## src/rtl/lm70_pkg.sv

```systemverilog
// Shared constants, FSM state type and helpers for the LM70 SPI temperature reader.
package lm70_pkg;

   localparam int unsigned NBITS     = 16;
   localparam int unsigned MSB_W     = 8;
   localparam int unsigned BIT_CNT_W = $clog2(NBITS);
   localparam int unsigned DIV_CNT_W = 8;

   typedef enum logic [2:0] {
      IDLE,
      LEAD,
      SCK_HI,
      SCK_LO,
      GAP
   } lm70_state_e;

   // Signed greater-than on two's-complement bytes.
   function automatic logic signed_gt(input logic [MSB_W-1:0] a, input logic [MSB_W-1:0] b);
      return $signed(a) > $signed(b);
   endfunction

endpackage

```

## src/rtl/lm70_sck_gen.sv

```systemverilog
// Half-period counter and SCK toggle; phase_done_o marks the last clk cycle of each phase.
module lm70_sck_gen
   import lm70_pkg::*;
#(
   parameter int unsigned CLK_DIV = 4
) (
   input  logic clk,
   input  logic rst,
   input  logic run_i,
   output logic sck_o,
   output logic phase_done_o
);

   logic [DIV_CNT_W-1:0] cnt_q;
   logic                 sck_q;
   logic                 phase_done_q;

   // Count clk cycles within a phase; the strobe is registered one cycle early so it
   // is high during the final cycle of the phase, and sck flips on that same edge.
   always_ff @(posedge clk or posedge rst) begin
      if (rst) begin
         cnt_q        <= '0;
         sck_q        <= 1'b0;
         phase_done_q <= 1'b0;
      end else if (!run_i) begin
         cnt_q        <= '0;
         sck_q        <= 1'b0;
         phase_done_q <= 1'b0;
      end else begin
         if (phase_done_q) begin
            cnt_q <= '0;
            sck_q <= ~sck_q;
         end else begin
            cnt_q <= cnt_q + 1'b1;
         end
         phase_done_q <= (cnt_q == DIV_CNT_W'(CLK_DIV - 2));
      end
   end

   assign sck_o        = sck_q;
   assign phase_done_o = phase_done_q;

endmodule

```

## src/rtl/lm70_spi_reader.sv

```systemverilog
// LM70 temperature sensor reader: one 16-bit SPI read per start, with over-temp compare.
module lm70_spi_reader
   import lm70_pkg::*;
#(
   parameter int unsigned CLK_DIV = 4,
   parameter int unsigned CS_GAP  = 8
) (
   input  logic             clk,
   input  logic             rst,
   input  logic             start,
   input  logic             sio_in,
   output logic             cs,
   output logic             sck,
   output logic             busy,
   output logic             temp_valid,
   output logic [NBITS-1:0] temp_data,
   output logic [MSB_W-1:0] temp_msb,
   input  logic [MSB_W-1:0] thresh,
   output logic             over_temp
);

   localparam int unsigned GAP_W = (CS_GAP < 2) ? 1 : $clog2(CS_GAP);

   lm70_state_e          state_q;
   logic                 cs_q;
   logic                 busy_q;
   logic                 temp_valid_q;
   logic [NBITS-1:0]     temp_data_q;
   logic                 over_temp_q;
   logic [NBITS-1:0]     shift_q;
   logic [BIT_CNT_W-1:0] bit_cnt_q;
   logic [GAP_W-1:0]     gap_cnt_q;
   logic                 sck_run_c;
   logic                 phase_done;

   // The SCK generator runs only while cs is low.
   assign sck_run_c = (state_q == LEAD) || (state_q == SCK_HI) || (state_q == SCK_LO);

   lm70_sck_gen #(
      .CLK_DIV (CLK_DIV)
   ) u_sck_gen (
      .clk          (clk),
      .rst          (rst),
      .run_i        (sck_run_c),
      .sck_o        (sck),
      .phase_done_o (phase_done)
   );

   // Transaction sequencing, MSB-first shift-in and result capture on the edge raising cs.
   always_ff @(posedge clk or posedge rst) begin
      if (rst) begin
         state_q      <= IDLE;
         cs_q         <= 1'b1;
         busy_q       <= 1'b0;
         temp_valid_q <= 1'b0;
         temp_data_q  <= '0;
         over_temp_q  <= 1'b0;
         shift_q      <= '0;
         bit_cnt_q    <= '0;
         gap_cnt_q    <= '0;
      end else begin
         temp_valid_q <= 1'b0;
         case (state_q)
            IDLE: begin
               if (start) begin
                  cs_q      <= 1'b0;
                  busy_q    <= 1'b1;
                  bit_cnt_q <= '0;
                  state_q   <= LEAD;
               end
            end
            LEAD, SCK_LO: begin
               // Sample on the edge that raises sck.
               if (phase_done) begin
                  shift_q <= {shift_q[NBITS-2:0], sio_in};
                  state_q <= SCK_HI;
               end
            end
            SCK_HI: begin
               if (phase_done) begin
                  if (bit_cnt_q == BIT_CNT_W'(NBITS - 1)) begin
                     cs_q         <= 1'b1;
                     temp_data_q  <= shift_q;
                     over_temp_q  <= signed_gt(shift_q[NBITS-1 -: MSB_W], thresh);
                     temp_valid_q <= 1'b1;
                     gap_cnt_q    <= '0;
                     state_q      <= GAP;
                  end else begin
                     bit_cnt_q <= bit_cnt_q + 1'b1;
                     state_q   <= SCK_LO;
                  end
               end
            end
            GAP: begin
               if (gap_cnt_q == GAP_W'(CS_GAP - 1)) begin
                  busy_q  <= 1'b0;
                  state_q <= IDLE;
               end else begin
                  gap_cnt_q <= gap_cnt_q + 1'b1;
               end
            end
            default: begin
               state_q <= IDLE;
            end
         endcase
      end
   end

   assign cs         = cs_q;
   assign busy       = busy_q;
   assign temp_valid = temp_valid_q;
   assign temp_data  = temp_data_q;
   assign temp_msb   = temp_data_q[NBITS-1 -: MSB_W];
   assign over_temp  = over_temp_q;

endmodule

```

## config.mk

```make
export PLATFORM = sky130hd
export DESIGN_NAME = lm70_spi_reader
export DESIGN_NICKNAME = d
export VERILOG_FILES = /design/src/rtl/lm70_pkg.sv /design/src/rtl/lm70_sck_gen.sv /design/src/rtl/lm70_spi_reader.sv
export SDC_FILE = /design/constraint.sdc
export NUM_CORES = 1
export LEC_CHECK = 0
export BUFFER_PORTS_ARGS = -buffer_cell sky130_fd_sc_hd__buf_2
export CAP_MARGIN = 25
export CORE_MARGIN = 3
export CORE_UTILIZATION = 38
export DETAILED_ROUTE_END_ITERATION = 8
export GPL_ROUTABILITY_DRIVEN = 0
export MAX_ROUTING_LAYER = met4
export PLACE_DENSITY = 0.59
export SLEW_MARGIN = 20
export SYNTH_ARGS = -nofsm -noshare
export SYNTH_HDL_FRONTEND = slang
export SYNTH_SLANG_ARGS = --single-unit
```

## constraint.sdc

```tcl
create_clock -name clk -period 3.2 [get_ports clk]
set_clock_uncertainty 0.1 [all_clocks]
set_input_delay 0.32 -clock clk [delete_from_list [all_inputs] [get_ports clk]]
set_output_delay 0.32 -clock clk [all_outputs]
set_load 0.02 [all_outputs]
```

==> impl_metrics.yaml <==
outcome:
  outcome: "completed"
timing:
  finalSetupViolations: 0
  fmaxAchievable_mhz: 465
  slew-limit-headroom_pct: 50.7
  grt_setup_unrepaired: "false"
  report.final.slew_viol_count: 0
  layout_min_cycle_time_ns: 2.15
  hold_violations: 0
  postLayoutSetupSlackWorst_ns: 1.05
  final.hold.worst_slack_ns: 0.0950
  period_share_pct: 67.2
  setup_tns_ns: 0
  timing_worst_slew_pin_value_ns: 0.738
routing:
  highest-signal-layer: "met4"
  route.met3.wl_um: 150
  vias: 1607
  per_cell_routed_wire_length_um: 13.2
  detail-route-antenna-nets: 0
  drc_violations_left: 0
  met2_wirelength_um: 1920
  dr.first_iter.drc_count: 95
  routed_via_density: 4.98
  detail_route.wirelength.met1_um: 2120
  detailedRoute.firstPassIterationCount: 4
  detail_route.wirelength_um: 4270
layout:
  post_route_cells_drive_above_1_share_pct: 34.1
  area_growth_syn_to_layout_pct: 12.2
  post_route_design_area_um2: 2870
  mostFrequentLayoutCell: "dfrtp_1"
  ff_latch_area_um2: 1400
  n_fill_cell: 615
  multi_input_comb_area_um2: 1010
  most-common-layout-cells: "55 x dfrtp_1, 40 x buf_2, 31 x mux2_2"
  final_nets: 271
  final_cell_count_no_fill: 323
  antenna_cells: 0
pwr:
  p_leak_nw: 1.52
  power.switching_fraction_pct: 29.2
  total_switching_power_uw: 458
  power_frac_clock_pct: 26.0
  internal-power_mw: 1.11
  vdd.ir_drop.worst_mv: 0.296
  power_per_cell_area_nw_per_um2: 547
  power_frac_comb_pct: 18.5
  sequentialPowerShare_pct: 55.4
clock_tree:
  numCtsBuffers: 5
  ctsHoldBuffers: 0
  cts-resized-gates: 0
  clkSlewWorstSetupHoldPaths_ns: 0.09
  source_to_sink_clock_delay_at_the_later_pin_of_the_worst_skew_pair_ns: 0.30
  postCtsSetupBuffers: 0
  tritoncts: "done"
  cts_num_sinks: 56
  cts_htree_levels: 2
  cts.root.buffer_cell: "clkbuf_8"
  buffers_from_clock_root_to_sink_at_most: 2
placement:
  detailedPlacementHpwl_um: 2980
  placement.cell_area_um2: 2770
  dpl_worst_slack_ns: 1.04
  dp.cells: 316
  io_buffers: 40
logic_synthesis:
  ys_types: 37
  postSynthRegisterBits: 56
  netlist_area_um2: 2550
  yosysSeqAreaShare_pct: 54.9
  yosys.area.top_type_share_pct: 53.9
  ys_warn_count: 0
  syn_inst: 212
  synth.net_count: 237
  syn-mean-instance-area_um2: 12.1
  synth_top_cell_by_area: "dfrtp_1"
  yosys-top-cells-area: "dfrtp_1 54%, mux2_2 14%, ha_1 6.4%, buf_4 2.4%, inv_1 2.2%"
floorplanning:
  die_w_um: 88.0
  start_util_pct: 39.8
  die-area_um2: 7740
  pin_count: 41
  dieHeight_um: 88.0
  num_rows: 29
  core_um2: 6420
global_routing:
  grt_pass1_wl_um: 7380
  grt-ovfl-total: 0
  gr-usage-all-layers_pct: 12.7
  grt_pass1_vias: 1573
  number_of_antenna_violations_at_the_first_check_in_global_routing: 0
  pin_count_of_the_biggest_net_entering_global_routing: 57
setup_path:
  cp.required_ns: 3.29
  worstPathMaxFanout: 23
  critical_path_arrival_ns: 2.25
  crit_path_start_kind: "flop"
  timing.critical_path.to_type: "flop"
  setup.worst_path.class: "reg -> reg"
flow_run:
  maxCapViolations: 0
worst_hold_path:
  holdCritPathClass: "in -> async"
## state kept, by name (all words and copies together), names as in the netlist, 3 cells and up
signal           count
temp_data           16
state_q              3
bit_cnt_q            4
shift_q             16
gap_cnt_q            3
u_sck_gen.cnt_q      8
## path summary, 6_finish.rpt
| path | start | end | slack, ns | cells after the start |
|---|---|---|---|---|
| max reg2reg | bit_cnt_q[0]$_DFFE_PP0P_ | temp_data[9]$_DFFE_PP0P_ | 1.05 | 4 |
| min in group clk | sio_in | shift_q[0]$_DFFE_PP0P_ | 0.14 | 2 |
| min reg2reg | u_sck_gen.cnt_q[6]$_DFF_PP0_ | u_sck_gen.phase_done_o$_DFF_PP0_ | 0.40 | 1 |
| max in group asynchronous | rst | state_q[1]$_DFFE_PP0P_ | 2.45 | 3 |
| min | rst | u_sck_gen.cnt_q[7]$_DFF_PP0_ | 0.09 | 3 |
| max | bit_cnt_q[0]$_DFFE_PP0P_ | temp_data[9]$_DFFE_PP0P_ | 1.05 | 4 |
## power by group through the flow
stage	clock network, mW	logic, mW	registers, mW
final	0.408	0.290	0.869
after global routing	0.449	0.340	0.885
after CTS	0.426	0.299	0.869
after detailed placement	0	0.297	0.883
after global placement	0	0.293	0.884
after floorplan	0	0.242	0.866
## layer usage
layer / vias to the layer above / GRT usage (%)
met1: 780 / 16.2
met4: 0 / 5.02
met5: - / -
met3: 6 / 3.10
met2: 28 / 19.5
li1: 793 / -
## final cells by class
| cell class | instances | share of cell area (%) |
|---|---|---|
| flip-flops and latches | 56 | 48.9 |
| inverters | 15 | 1.96 |
| repair buffers | 41 | 7.25 |
| well taps | 77 | 3.36 |
| clock buffers | 7 | 3.36 |
| multi-input cells | 127 | 35.1 |
## critical path, stage by stage, from the launching register on
cell and delay, ns:
dfrtp_1 0.38, ha_1 0.17, and3_1 0.25, nand4_2 0.61
mux2_2 0.52
## synth_stat cells
cell type	instances
nor4b_1	1
inv_1	15
nor3_1	1
a22oi_1	1
o221ai_1	1
nand4_1	3
or3_1	2
and3_1	4
a2bb2oi_1	2
dfstp_2	1
dfrtp_1	55
buf_4	8
o21ai_0	8
nor2b_1	1
mux2_2	31
nand2b_1	2
a21oi_1	4
nand2_1	11
a22o_1	1
a2111oi_0	1
a31oi_1	2
nor2_1	12
a21o_1	2
nand3b_2	1
clkbuf_1	1
xor2_1	5
nand4_2	1
ha_1	13
or4_1	1
o211ai_1	1
xnor2_1	2
buf_2	5
nand3_1	8
nand3b_1	1
mux2i_1	1
nor4_1	2
nor2_4	1
## stage by stage
step | utilization (%) | power, mW
floorplan | - | 1.11
global placement | 43.1 | 1.18
detailed placement | 43.1 | 1.18
CTS | 44.6 | 1.59
global route | 44.6 | 1.67
finish | 44.6 | 1.57
## kinds of logic after synthesis
family                     Yosys count  share of synthesized area (%)
adders and majority gates           13                           6.37
AOI/OAI and AO/OA                   23                           5.73
buffers and inverters               29                           5.68
and+or+nand+nor                     52                           10.9
DFF                                 56                           54.9
xor gates and xnor gates             7                           2.40
muxes                               32                           14.1
Note: power is estimated with default switching activity, not from simulation.
